File: config.mk
export PLATFORM = sky130hd
export DESIGN_NAME = tt_um_serial_add_ctrl
export DESIGN_NICKNAME = d
export VERILOG_FILES = /design/src/rtl/tt_um_serial_add_ctrl.sv
export SDC_FILE = /design/constraint.sdc
export NUM_CORES = 1
export LEC_CHECK = 0
export CELL_PAD_IN_SITES_DETAIL_PLACEMENT = 0
export CELL_PAD_IN_SITES_GLOBAL_PLACEMENT = 1
export CORE_ASPECT_RATIO = 1.1
export CORE_MARGIN = 8
export CORE_UTILIZATION = 37
export CTS_CLUSTER_SIZE = 12
export DETAILED_ROUTE_END_ITERATION = 6
export PLACE_DENSITY_LB_ADDON = 0.1
export REMOVE_ABC_BUFFERS = 1
export SETUP_SLACK_MARGIN = 0.3
export SLEW_MARGIN = 5
export SYNTH_ARGS = -nofsm -noshare
export SYNTH_HDL_FRONTEND = slang
export SYNTH_SLANG_ARGS = --single-unit
File: constraint.sdc
create_clock -name clk -period 2.1 [get_ports clk]
set_input_delay 0.21 -clock clk [delete_from_list [all_inputs] [get_ports clk]]
set_output_delay 0.21 -clock clk [all_outputs]
set_load 0.01 [all_outputs]
File: src/rtl/tt_um_serial_add_ctrl.sv
// Bit-serial adder: one full adder walks A and B LSB first, with start/ack handshake.
// Define SADD_SUB_EN to build the optional A-B mode selected by uio_in[2] at start.
module tt_um_serial_add_ctrl #(
  parameter int unsigned NBITS = 4
) (
  input  logic       clk,
  input  logic       rst_n,
  input  logic       ena,
  input  logic [7:0] ui_in,
  input  logic [7:0] uio_in,
  output logic [7:0] uo_out,
  output logic [7:0] uio_out,
  output logic [7:0] uio_oe
);

  typedef enum logic [1:0] {StIdle, StAdd, StDone} state_e;

  state_e           state_q;
  logic             start_q;
  logic [NBITS-1:0] a_sr_q, b_sr_q, work_q;
  logic             cy_q;
  logic [1:0]       idx_q;
  logic [3:0]       sum_q, count_q;
  logic             carry_q, busy_q, done_q, zero_q;

  logic start_edge, ack, last_bit;
  assign start_edge = uio_in[0] & ~start_q;
  assign ack        = uio_in[1];
  assign last_bit   = (idx_q == 2'(NBITS - 1));

  logic [NBITS-1:0] op_a, op_b, op_b_eff;
  logic             cy_init;
  assign op_a = ui_in[4 +: NBITS];
  assign op_b = ui_in[0 +: NBITS];

`ifdef SADD_SUB_EN
  // Two's-complement subtract: invert B and seed the carry with 1.
  assign op_b_eff = uio_in[2] ? ~op_b : op_b;
  assign cy_init  = uio_in[2];
`else
  assign op_b_eff = op_b;
  assign cy_init  = 1'b0;
`endif

  // Bits of the inputs not consumed in every configuration.
  logic unused_in;
  assign unused_in = ^{ui_in, uio_in};

  logic             s1, c1, c2, sum_bit, cy_next;
  logic [NBITS-1:0] work_next;
  always_comb begin
    s1        = a_sr_q[0] ^ b_sr_q[0];
    c1        = a_sr_q[0] & b_sr_q[0];
    sum_bit   = s1 ^ cy_q;
    c2        = s1 & cy_q;
    cy_next   = c1 | c2;
    work_next = work_q >> 1;
    work_next[NBITS-1] = sum_bit;
  end

  always_ff @(posedge clk or negedge rst_n) begin
    if (!rst_n) begin
      state_q <= StIdle;
      start_q <= 1'b1;
      a_sr_q  <= '0;
      b_sr_q  <= '0;
      work_q  <= '0;
      cy_q    <= 1'b0;
      idx_q   <= '0;
      sum_q   <= '0;
      count_q <= '0;
      carry_q <= 1'b0;
      busy_q  <= 1'b0;
      done_q  <= 1'b0;
      zero_q  <= 1'b0;
    end else if (ena) begin
      start_q <= uio_in[0];
      case (state_q)
        StIdle: begin
          if (start_edge) begin
            a_sr_q  <= op_a;
            b_sr_q  <= op_b_eff;
            work_q  <= '0;
            cy_q    <= cy_init;
            idx_q   <= '0;
            busy_q  <= 1'b1;
            state_q <= StAdd;
          end
        end
        StAdd: begin
          a_sr_q <= a_sr_q >> 1;
          b_sr_q <= b_sr_q >> 1;
          work_q <= work_next;
          cy_q   <= cy_next;
          idx_q  <= idx_q + 2'd1;
          if (last_bit) begin
            sum_q   <= 4'(work_next);
            carry_q <= cy_next;
            zero_q  <= (work_next == '0);
            count_q <= count_q + 4'd1;
            busy_q  <= 1'b0;
            done_q  <= 1'b1;
            state_q <= StDone;
          end
        end
        StDone: begin
          if (start_edge) begin
            a_sr_q  <= op_a;
            b_sr_q  <= op_b_eff;
            work_q  <= '0;
            cy_q    <= cy_init;
            idx_q   <= '0;
            busy_q  <= 1'b1;
            done_q  <= 1'b0;
            zero_q  <= 1'b0;
            state_q <= StAdd;
          end else if (ack) begin
            done_q  <= 1'b0;
            zero_q  <= 1'b0;
            state_q <= StIdle;
          end
        end
        default: state_q <= StIdle;
      endcase
    end
  end

  assign uo_out  = {zero_q, done_q, busy_q, carry_q, sum_q};
  assign uio_out = {count_q, 4'b0000};
  assign uio_oe  = 8'b1111_0000;

endmodule

After elaboration in Yosys (flattened, before gate mapping)
Cells that the tools add are included.
{ "word_totals": {"ff_bits": 30, "out_inout_bits": 24, "elab_cells": 63} }
{ "classes": {"add_sub_neg": 2, "eq_ne": 7, "n_mux": 24, "bitwise_logic": 7, "reduce_logical": 10} }
{ "op_table": {"columns": ["op", "n"], "rows": [
  ["4-bit case mux with 2 select lines", 3],
  ["4-bit two-way mux", 3],
  ["4-bit AND reduction", 3],
  ["2-bit two-way mux", 5],
  ["1-bit case mux with 2 select lines", 4],
  ["1-bit two-way mux", 7],
  ["2-bit case mux with 3 select lines", 1],
  ["3-bit AND reduction", 2],
  ["4-bit by 1-bit adder with 4-bit output, second input constant", 1],
  ["2-bit == test, second input constant", 2],
  ["4-bit logical NOT", 1],
  ["2-bit inequality test, second input constant", 2],
  ["2-bit case mux with 2 select lines", 1],
  ["2-bit nonzero test", 2],
  ["1-bit AND", 3],
  ["3-bit inequality test, second input constant", 1],
  ["2-bit by 1-bit adder with 2-bit output, second input constant", 1],
  ["2-bit by 1-bit == test with 1-bit output, second input constant", 1],
  ["2-bit logical NOT", 1],
  ["2-bit by 1-bit inequality test with 1-bit output, second input constant", 1],
  ["2-bit OR reduction", 1],
  ["1-bit XOR", 2],
  ["1-bit inverter", 1],
  ["1-bit bitwise OR", 1]
]} }

Logic depth before layout (Yosys ltp)
Gate-level depths: netlist of the first run.
{ "logic_depth": {"ltp_word": 5, "mapped_depth": 5, "ltp_nobuf": 4} }

Least setup slack after synthesis of the first run
No wires, ideal clock.
{ "synth_path": {"kind": "register -> register", "start": "register a_sr_q[0]", "end": "register zero_q", "setup_ns": 0.077, "t_arrival_ns": 1.370, "slack_ns": 0.652, "path_stages_with_launch": 5, "n_path_buf": 0, "synth_period_minus_slack_ns": 1.448, "cell_sequence": "dfrtp_1 -> fa_1 -> nor4_1 -> a22oi_1 -> a21oi_1"} }
{ "synth_between": {"elab_chain_len": 5} }
{ "synth_rtl": {"columns": ["element", "line", "text"], "rows": [
  ["start: declaration", "20", "logic [NBITS-1:0] a_sr_q, b_sr_q, work_q;"],
  ["start signal: assignment", "81", "a_sr_q <= op_a;"],
  ["start signal: assignment", "91", "a_sr_q <= a_sr_q >> 1;"],
  ["start signal: assignment", "108", "a_sr_q <= op_a;"],
  ["1-bit XOR", "52", "s1 = a_sr_q[0] ^ b_sr_q[0];"],
  ["1-bit XOR", "54", "sum_bit = s1 ^ cy_q;"],
  ["net sum_bit", "49", "logic s1, c1, c2, sum_bit, cy_next;"],
  ["4-bit logical NOT", "99", "zero_q <= (work_next == '0);"],
  ["1-bit two-way mux", "96", "if (last_bit) begin"],
  ["1-bit case mux with 2 select lines", "78", "case (state_q)"],
  ["end signal: assignment", "99", null],
  ["end: declaration", "24", "logic carry_q, busy_q, done_q, zero_q;"]
]} }
The timed path passes the listed nets, and every way through them passes these cells. The select of a mux whose other input is x is not followed.
A chain may end at the register's enable or synchronous reset.

Worst setup path in the final report of the first run
{ "layout_path": {"start": "register state_q[0]", "end": "register a_sr_q[0]"} }
{ "layout_between": {"elab_chain_len": 4} }
{ "layout_rtl": {"columns": ["element", "line", "text"], "rows": [
  ["start: declaration", "18", "state_e state_q;"],
  ["start signal: assignment", "63", "state_q <= StIdle;"],
  ["start signal: assignment", "87", "state_q <= StAdd;"],
  ["start signal: assignment", "103", "state_q <= StDone;"],
  ["2-bit == test or 2-bit logical NOT (tied branches)", "78", null],
  ["2-bit OR reduction (no line)", null, null],
  ["2-bit by 1-bit inequality test with 1-bit output (no line) or 2-bit nonzero test (tied branches)", null, null],
  ["3-bit AND reduction (no line)", null, null]
]} }
Parallel ways exist; a longest one is shown, timed or not.

==> summary.txt, run 1 <==
Outcome
  • Status: finished, final reports clean

Hold path
  • HP Class: primary input to asynchronous set/reset pin

Synth
  • FFs w/ async S/R, synth: 1.00
  • Yosys reg bits: 29
  • Compound-gate portion of the synthesized area: 0.0960
  • Largest family of logic cells by synthesized area: multiplexers
  • Synth unique cells: 31
  • Mapped Avg Cell Area: ~14 sq um
  • Number of synthesized flops with an enable pin: 0
  • Adder-cell area share of the yosys netlist: 0.0311
  • Mux cell area share after synthesis: 0.161
  • YS warnings: 0
  • Synth Instances: around 110
  • Synth Cell Area: between 1000 and 1500 sq um
  • Post-synthesis xor/xnor area fraction: 0.0182
  • Post-synthesis simple-gate area fraction: 0.0666
  • Primary FF master, synth: dfrtp_1
  • Register area share after synthesis: 0.503

Clock tree
  • CTS tree: yes
  • CTS root buffer: clkbuf_8
  • Clock sinks: 29
  • Num CTS Buffers: 5
  • Clk pin slew, worst setup/hold paths: roughly 0.06 ns
  • Post_cts resized: 0
  • Post-CTS Setup Bufs: 0
  • CTS Hold Buffers Added: 0
  • Clock tree buffer depth: 2
  • Clk_lat worst skew: about 0.28 ns
  • H-tree levels: 2

STA
  • Hold Violations, Final: 0
  • Max Slew Vio Count: 0
  • Setup_tns: 0 ns
  • Final hold slack: 0.319 ns
  • Final min period: 1.68 ns
  • Final worst-path cycle share: 0.802
  • F_max: approximately 590 MHz
  • Setup violations, final: 0
  • RSZ-0062 raised after global routing: no
  • Layout Skew: between 0.006 and 0.007 ns

Setup path
  • Crit-path cells: and3b_1 > nor2_8 > mux2_2
  • WP data required: about 2.3 ns
  • Worst Path Arrival: 1.85 ns
  • Crit-path max FO: 14
  • Slowest CP cell: dfrtp_1
  • CP Capture Type: register
  • Worst setup SP type: register
  • Max incr delay on CP: 0.53 ns
  • Crit path kind: register to register

GRT
  • Met3 usage: 0.0403
  • Total GRT Usage: 0.0907
  • Antenna violations before repair: 0
  • Largest net degree at the start of global routing: 30
  • GRT met2 Usage: 0.146
  • GR Overflow Total: 0
  • Vias in the first global route: 909
  • Met1 usage: 0.0987
  • GRT busiest layer: met2
  • First-pass GRT wire length: 4.17 mm

Floorplanning
  • Core footprint: slightly below 4000 sq um
  • Die width: around 76 um
  • FP Rows: 24
  • I/O Pins: between 40 and 50
  • Initial Util: 0.376
  • Die area: ~6200 sq um
  • Die height: approximately 82 um

Power
  • Worst vdd ir: ~0.5 mV
  • P_leak: 0.000798 uW
  • P per Cell Area: approximately 1400 nW/um^2

Layout
  • Area Overhead vs Synth: 21.4%
  • Multi-input gate area in the final layout: 584 sq um
  • Share of post-route cells with drive strength above 1: 0.313
  • Final nets: around 150
  • # diodes: 0
  • Non-filler cells, final: between 150 and 200
  • Fillcell total: 380
  • Fin util: 0.457
  • Reg area: 727 sq um

Detailed routing
  • WL per Instance: ~14 um
  • Final WL: ~2.5 mm
  • Routed Antenna Nets: 0
  • DR vias: 844
  • 1st-iter DRT viols: 26
  • Via density: 4.61
  • Drt drc: 0
  • DRT Pass-1 Iters: 4

Place
  • Cell count after placement: 175
  • Detailed-placement wirelength estimate: around 1.8 mm
  • Port Buffers: 24
  • RePlAce Congestion: slightly below 0.7

Job
  • Max Cap Viol: 0
-- cell families after synthesis --
| kind of cell | after synthesis |
|---|---|
| muxes | 20 |
| AOI/OAI and AO/OA | 17 |
| adders and majority gates | 3 |
| other | 2 |
| and+or+nand+nor | 11 |
| DFF | 29 |
| xor gates and xnor gates | 3 |
| buffers and inverters | 22 |
-- power breakdown --
group	total, uW	leakage [uW]	internal, uW	switching [uW]
clock network	586	0.0000585	386	200
registers	968	0.000367	786	182
logic	858	0.000373	537	322
-- cells in the mapped netlist, types with 2 or more instances --
cell type	n	area share
xnor2_1	2	0.012
buf_4	17	0.088
inv_1	2	0.0052
dfrtp_1	28	0.48
conb_1	2	0.0052
mux2_2	18	0.14
mux2_4	2	0.021
a21o_1	3	0.016
a22o_2	7	0.048
a21oi_1	2	0.0069
nand2_1	2	0.0052
buf_6	2	0.016
ha_1	2	0.017
-- per-stage QoR --
stage	worst slack [ns]	power, uW	instance area, sq um
after global placement	0.325	1820	1640
after floorplan	0.614	1500	1320
after detailed placement	0.300	1850	1640
after CTS	0.397	2450	1760
final	0.417	2410	1760
after global routing	0.321	2580	1760
-- registers in the layout, indices dropped and copies added (netlist names), 2 cells and up --
name,flops
sum_q,4
idx_q,2
work_q,3
count_q,4
state_q,2
b_sr_q,4
a_sr_q,4
-- final timing paths --
kind | startpoint | to | cells after the start | slack (ns)
worst max-delay path | state_q[0]$_DFFE_PN0P_ | a_sr_q[0]$_DFFE_PN0P_ | 3 | 0.42
worst min-delay path | rst_n | b_sr_q[3]$_DFFE_PN0P_ | 2 | 0.32
worst max register to register | state_q[0]$_DFFE_PN0P_ | a_sr_q[0]$_DFFE_PN0P_ | 3 | 0.42
worst min register to register | count_q[3]$_DFFE_PN0P_ | count_q[3]$_DFFE_PN0P_ | 1 | 0.47
max in group asynchronous | rst_n | start_q$_DFFE_PN1P_ | 2 | 1.47
min in group clk | count_q[3]$_DFFE_PN0P_ | count_q[3]$_DFFE_PN0P_ | 1 | 0.47
-- layout make-up --
cell class / count / share of cell area
Clock buffer: 7 / 0.0492
Clock inverter: 1 / 0.0171
Inverter: 2 / 0.00428
Timing Repair Buffer: 26 / 0.145
Sequential cell: 29 / 0.414
Tap cell: 52 / 0.0371
Multi-Input combinational cell: 66 / 0.333
-- worst max-delay path: cells and delay by family, from the launching register on --
| kind | cells | cell delay, ns |
|---|---|---|
| simple gates | 2 | 0.68 |
| mux | 1 | 0.36 |
| flops | 1 | 0.53 |
-- metal layers --
| metal | up-vias | part of all wire | routed length [um] |
|---|---|---|---|
| met4 | 0 | 0.010 | 25 |
| met2 | 27 | 0.49 | 1230 |
| met1 | 419 | 0.41 | 1020 |
| li1 | 394 | - | - |
| met5 | - | 0 | 0 |
| met3 | 4 | 0.091 | 229 |
-- layout by cell type (no fill, tap or decap) --
cell type and count:
conb_1 12, a21o_1 3, nand2b_1 1, dfrtp_1 28, clkbuf_1 1, mux2_4 2, a21oi_1 2, a22oi_1 1
a22o_2 7, o21ai_0 1, nor2b_1 1, nor4_1 1, clkbuf_8 6, clkdlybuf4s50_1 24, xnor2_1 2, nor2_8 1
buf_4 2, nand3b_1 1, and4bb_4 1, o2111ai_1 1, and3b_1 1, fa_1 1, mux2_2 18, bufinv_16 1
ha_1 2, inv_1 2, nand2_1 2, xor2_1 1, o31a_2 1, o21ai_1 1, and4b_2 1, dfstp_2 1
nand4_1 1
Power figures use the tool's default switching activity.
==> run 2: changes to the inputs <==
==> constraint.sdc (replaced) <==
create_clock -name clk -period 1.62 [get_ports clk]
set_input_delay 0.162 -clock clk [delete_from_list [all_inputs] [get_ports clk]]
set_output_delay 0.162 -clock clk [all_outputs]
set_load 0.01 [all_outputs]
==> summary.txt, run 2 (synthesis gave the netlist of run 1 again) <==
Power
  • Switch Pwr: 1070 uW (+52%)
  • Combinational group share of total power: 0.462 (+0.106)
  • Sw frac: 0.318 (+0.0257)
  • P_leak: 0.000969 uW (+21%)
  • Worst vdd ir: 0.977 mV (+96%)
  • Seq pwr share: 0.369 (-0.032)
  • P per Cell Area: 1720 nW/um^2 (+25%)
  • Cell-internal power: 2300 uW (+35%)
  • Clock power frac: 0.169 (-0.074)

Clock tree
  • CTS tree: yes
  • H-tree levels: 2 (unchanged)
  • Clock sinks: 29 (unchanged)
  • Clock tree buffer depth: 2 (unchanged)
  • Clk pin slew, worst setup/hold paths: 0.06 ns (about the same)
  • CTS root buffer: clkbuf_8
  • Clk_lat worst skew: 0.28 ns (about the same)
  • Num CTS Buffers: 5 (unchanged)

Setup path
  • Worst setup SP type: register
  • Crit-path max FO: 2 (-12)
  • Crit path kind: register to register
  • CP Capture Type: register
  • Worst Path Arrival: 1.67 ns (-0.18 ns)
  • WP data required: 1.78 ns (-0.48 ns)

Detailed routing
  • 1st-iter DRT viols: 43 (+65%)
  • Via density: 4.65 (+0.83%)
  • WL per Instance: 14.6 um (+6.1%)
  • DRT Pass-1 Iters: 4 (unchanged)
  • Final WL: 2.96 mm (+18%)
  • Routed Antenna Nets: 0 (unchanged)
  • DR vias: 944 (+12%)
  • Drt drc: 0 (unchanged)

Layout
  • Area Overhead vs Synth: 35.3%
  • Share of post-route cells with drive strength above 1: 0.450 (+0.137)
  • Fin util: 0.509 (+0.0524)
  • # diodes: 0 (unchanged)
  • Commonest cells after routing, fill and taps aside: dfrtp_1, buf_4, dlygate4sd2_1
  • Commonest non-fill, non-tap cell in the layout: dfrtp_1
  • Final nets: 172 (+13%)
  • Non-filler cells, final: 203 (+11%)

Floorplanning
  • Initial Util: 0.376 (unchanged)
  • Die area: 6170 sq um (unchanged)
  • Core footprint: 3840 sq um (unchanged)
  • Die height: 81.6 um (unchanged)
  • I/O Pins: 43 (unchanged)
  • FP Rows: 24 (unchanged)
  • Die width: 75.6 um (unchanged)

GRT
  • Antenna violations before repair: 0 (unchanged)
  • First-pass GRT wire length: 4.45 mm (+6.6%)
  • GR Overflow Total: 0 (unchanged)
  • Largest net degree at the start of global routing: 30 (unchanged)
  • Total GRT Usage: 0.0985 (+0.00783)
  • Vias in the first global route: 986 (+8.5%)

STA
  • Final hold slack: 0.272 ns (-0.0468 ns)
  • F_max: 664 MHz (+12%)
  • Hold Violations, Final: 0 (unchanged)
  • Layout Skew: 0.00284 ns (-0.00389 ns)
  • Setup violations, final: 0 (unchanged)
  • RSZ-0062 raised after global routing: yes
  • Max Slew Vio Count: 0 (unchanged)
  • Final worst-path cycle share: 0.930 (+0.128)
  • Final min period: 1.51 ns (-0.177 ns)

Hold path
  • HP Class: primary input to asynchronous set/reset pin

Place
  • Port Buffers: 24 (unchanged)
  • Cell count after placement: 183 (+4.6%)
  • RePlAce Congestion: 0.731 (+6.3%)
  • Detailed-placement wirelength estimate: 1.92 mm (+4.8%)

Job
  • Max Cap Viol: 0 (unchanged)

Outcome
  • Status: finished, final reports clean
run 2: per-stage QoR:
| stage | total power (uW) | instance area (sq um) | TNS (ns) | setup WS, ns |
|---|---|---|---|---|
| final | 3370 | 1960 | 0 | 0.114 |
| after global routing | 3600 | 1960 | 0 | 0.0538 |
| after CTS | 3200 | 1850 | 0 | 0.0920 |
| after detailed placement | 2540 | 1700 | -0.909 | -0.0822 |
| after global placement | 2500 | 1700 | -0.424 | -0.0450 |
| after floorplan | 1940 | 1320 | 0 | 0.134 |
run 2: layer usage:
metal | share of wire | vias up | global-route usage
met4 | 0.028 | 0 | 0.0635
met5 | 0 | - | 0
li1 | - | 438 | -
met3 | 0.070 | 8 | 0.0330
met2 | 0.49 | 31 | 0.161
met1 | 0.41 | 467 | 0.107
run 2: final cells by class:
cell class | instances | area [sq um]
Sequential cell | 29 | 729
Inverter | 2 | 7.51
Clock inverter | 2 | 10.0
Tap cell | 52 | 65.1
Fill cell | 379 | 1890
Timing Repair Buffer | 44 | 385
Multi-Input combinational cell | 68 | 687
Clock buffer | 6 | 72.6
run 2: worst max-delay path: stages, from the launching register on:
cell and delay (ns):
dfrtp_1 0.40, fa_1 0.59, nor4_2 0.05, buf_4 0.14, a22oi_2 0.14, a21oi_1 0.08
run 2: power groups by stage:
| stage | Sequential (uW) | Clock [uW] | Combinational (uW) |
|---|---|---|---|
| final | 1240 | 570 | 1560 |
| after global routing | 1290 | 627 | 1690 |
| after CTS | 1220 | 596 | 1380 |
| after detailed placement | 1240 | 0 | 1300 |
| after global placement | 1230 | 0 | 1270 |
| after floorplan | 1270 | 0 | 671 |
run 2: path summary, 6_finish.rpt:
path | start | end | slack (ns) | cells after the start
setup / recovery | cy_q$_DFFE_PN0P_ | zero_q$_DFFE_PN0P_ | 0.11 | 5
hold / removal | rst_n | busy_q$_DFFE_PN0P_ | 0.27 | 2
setup reg to reg | cy_q$_DFFE_PN0P_ | zero_q$_DFFE_PN0P_ | 0.11 | 5
hold reg to reg | count_q[3]$_DFFE_PN0P_ | count_q[3]$_DFFE_PN0P_ | 0.47 | 1
max in group asynchronous | rst_n | start_q$_DFFE_PN1P_ | 1.04 | 2
min in group clk | count_q[3]$_DFFE_PN0P_ | count_q[3]$_DFFE_PN0P_ | 0.47 | 1
run 2: what timing repair did:
item	in CTS	in global routing
pin swaps	6	3
hold buffers	0	0
gates resized for setup	25	12
setup buffers	3	7
gates cloned	1	1
setup endpoints to repair	34	24
==> run 3: changes to the inputs <==
--- a/config.mk
+++ b/config.mk
@@ -5,6 +5,7 @@
 export SDC_FILE = /design/constraint.sdc
 export NUM_CORES = 1
 export LEC_CHECK = 0
+export ABC_CLOCK_PERIOD_IN_PS = 1620
 export CELL_PAD_IN_SITES_DETAIL_PLACEMENT = 0
 export CELL_PAD_IN_SITES_GLOBAL_PLACEMENT = 1
 export CORE_ASPECT_RATIO = 1.1
@@ -12,7 +13,7 @@
 export CORE_UTILIZATION = 37
 export CTS_CLUSTER_SIZE = 12
 export DETAILED_ROUTE_END_ITERATION = 6
-export PLACE_DENSITY_LB_ADDON = 0.1
+export PLACE_DENSITY_LB_ADDON = 0.12
 export REMOVE_ABC_BUFFERS = 1
 export SETUP_SLACK_MARGIN = 0.3
 export SLEW_MARGIN = 5
==> summary.txt, run 3 (synthesis gave the netlist of run 1 again) <==
Outcome
  • Status: finished, final reports clean

Detailed routing
  • Routed Antenna Nets: 0 (unchanged)
  • DRT Pass-1 Iters: 4 (unchanged)
  • Drt drc: 0 (unchanged)
  • WL per Instance: 14.4 um (-1.0%)
  • Via density: 4.58 (-1.5%)
  • DR vias: 934 (-1.1%)
  • 1st-iter DRT viols: 25 (-42%)
  • Final WL: 2.94 mm (-0.54%)

Clock tree
  • CTS Hold Buffers Added: 0 (unchanged)
  • Clock tree buffer depth: 2 (unchanged)
  • H-tree levels: 2 (unchanged)
  • Clock sinks: 29 (unchanged)
  • Num CTS Buffers: 5 (unchanged)
  • CTS root buffer: clkbuf_8
  • CTS tree: yes
  • Clk pin slew, worst setup/hold paths: 0.06 ns (about the same)
  • Clk_lat worst skew: 0.28 ns (about the same)

Power
  • P per Cell Area: 1740 nW/um^2 (+1.0%)
  • Power, Total: 3440 uW (+2.2%)
  • Worst vdd ir: 0.765 mV (-22%)
  • P_leak: 0.000978 uW (+0.88%)

Setup path
  • CP Capture Type: register
  • Crit path kind: register to register
  • Reg2reg setup slack: 0.09 ns (-0.03 ns)
  • Slowest CP cell: fa_1
  • Max incr delay on CP: 0.52 ns (-0.07 ns)
  • Worst Path Arrival: 1.70 ns (+0.03 ns)
  • Crit-path cells: fa_1 > buf_4 > buf_6 > mux2_4
  • Worst setup SP type: register
  • Crit-path max FO: 2 (unchanged)
  • Reg2reg path depth: 4 (-1)
  • WP data required: 1.78 ns (about the same)

STA
  • Max Slew Vio Count: 0 (unchanged)
  • Final worst-path cycle share: 0.947 (+0.0172)
  • Final min period: 1.53 ns (+0.0279 ns)
  • Hold Violations, Final: 0 (unchanged)
  • Layout Skew: 0.00261 ns (-0.000224 ns)
  • Setup_tns: 0 ns (unchanged)
  • RSZ-0062 raised after global routing: yes
  • Setup violations, final: 0 (unchanged)
  • F_max: 652 MHz (-1.8%)

Place
  • Detailed-placement wirelength estimate: 1.97 mm (+2.6%)
  • RePlAce Congestion: 0.747 (+2.2%)
  • Port Buffers: 24 (unchanged)

Layout
  • Fillcell total: 381 (+0.53%)
  • Multi-input gate area in the final layout: 699 sq um (+1.8%)
  • Share of post-route cells with drive strength above 1: 0.454 (+0.00362)
  • Final nets: 173 (+0.58%)
  • Area Overhead vs Synth: 36.9%
  • # diodes: 0 (unchanged)
  • Commonest non-fill, non-tap cell in the layout: dfrtp_1
  • Commonest cells after routing, fill and taps aside: dfrtp_1, buf_4, mux2_4, dlygate4sd2_1, conb_1
  • Reg area: 729 sq um (unchanged)

GRT
  • Vias in the first global route: 1075 (+9.0%)
  • Antenna violations before repair: 0 (unchanged)
  • Largest net degree at the start of global routing: 30 (unchanged)
  • First-pass GRT wire length: 4.87 mm (+9.5%)
  • GR Overflow Total: 0 (unchanged)
  • Total GRT Usage: 0.105 (+0.00631)

Floorplanning
  • Die height: 81.6 um (unchanged)
  • Initial Util: 0.376 (unchanged)
  • FP Rows: 24 (unchanged)
  • Die width: 75.6 um (unchanged)
  • I/O Pins: 43 (unchanged)
  • Die area: 6170 sq um (unchanged)
  • Core footprint: 3840 sq um (unchanged)

Job
  • Max Cap Viol: 0 (unchanged)

Hold path
  • HP Class: primary input to asynchronous set/reset pin
[run 3: per-stage QoR]
stage | instances | cell area [sq um] | hold slack, ns | setup slack [ns] | util
finish | 204 | 1980 | 0.278 | 0.0858 | 0.515
floorplan | 97 | 1320 | -0.134 | 0.134 | -
global route | 204 | 1980 | 0.310 | 0.0346 | 0.515
CTS | 199 | 1910 | 0.286 | 0.0693 | 0.496
detailed placement | 184 | 1710 | 0.465 | -0.0898 | 0.444
global placement | 184 | 1710 | 0.460 | -0.0438 | 0.444
[run 3: where the power goes]
group,switching [uW],internal (uW),total [uW]
Sequential,232,1020,1260
Clock,259,296,555
Combinational,589,1050,1630
Total,1080,2360,3440
[run 3: worst paths after layout]
| check | start | endpoint |
|---|---|---|
| worst max-delay path | a_sr_q[0]$_DFFE_PN0P_ | sum_q[3]$_DFFE_PN0P_ |
| worst min register to register | count_q[3]$_DFFE_PN0P_ | count_q[3]$_DFFE_PN0P_ |
| max in group asynchronous | rst_n | start_q$_DFFE_PN1P_ |
| worst max register to register | a_sr_q[0]$_DFFE_PN0P_ | sum_q[3]$_DFFE_PN0P_ |
| worst min-delay path | rst_n | count_q[2]$_DFFE_PN0P_ |
| min in group clk | ena | state_q[0]$_DFFE_PN0P_ |
[run 3: final cells by class]
cell class	count	area share
timing repair buffer	45	0.200
clock buffer	6	0.0366
tap	52	0.0328
multi-input combinational	68	0.353
sequential	29	0.368
clock inverter	2	0.00505
inverter	2	0.00379
[run 3: routing by layer]
metal | global-route usage | routed length [um]
met5 | 0 | 0
met3 | 0.0391 | 210
met4 | 0.0519 | 44
met2 | 0.184 | 1520
met1 | 0.106 | 1170
[run 3: worst max-delay path: cells and delay by family, from the launching register on]
family	cells	cell delay, ns
adders and majority gates	1	0.52
DFF	1	0.40
buffers and inverters	2	0.27
muxes	1	0.24
[run 3: repair_timing]
item	CTS	global route
pin swaps	5	4
endpoints found under the setup margin	35	22
resized for setup	32	8
gates cloned	2	0
setup buffers	5	5
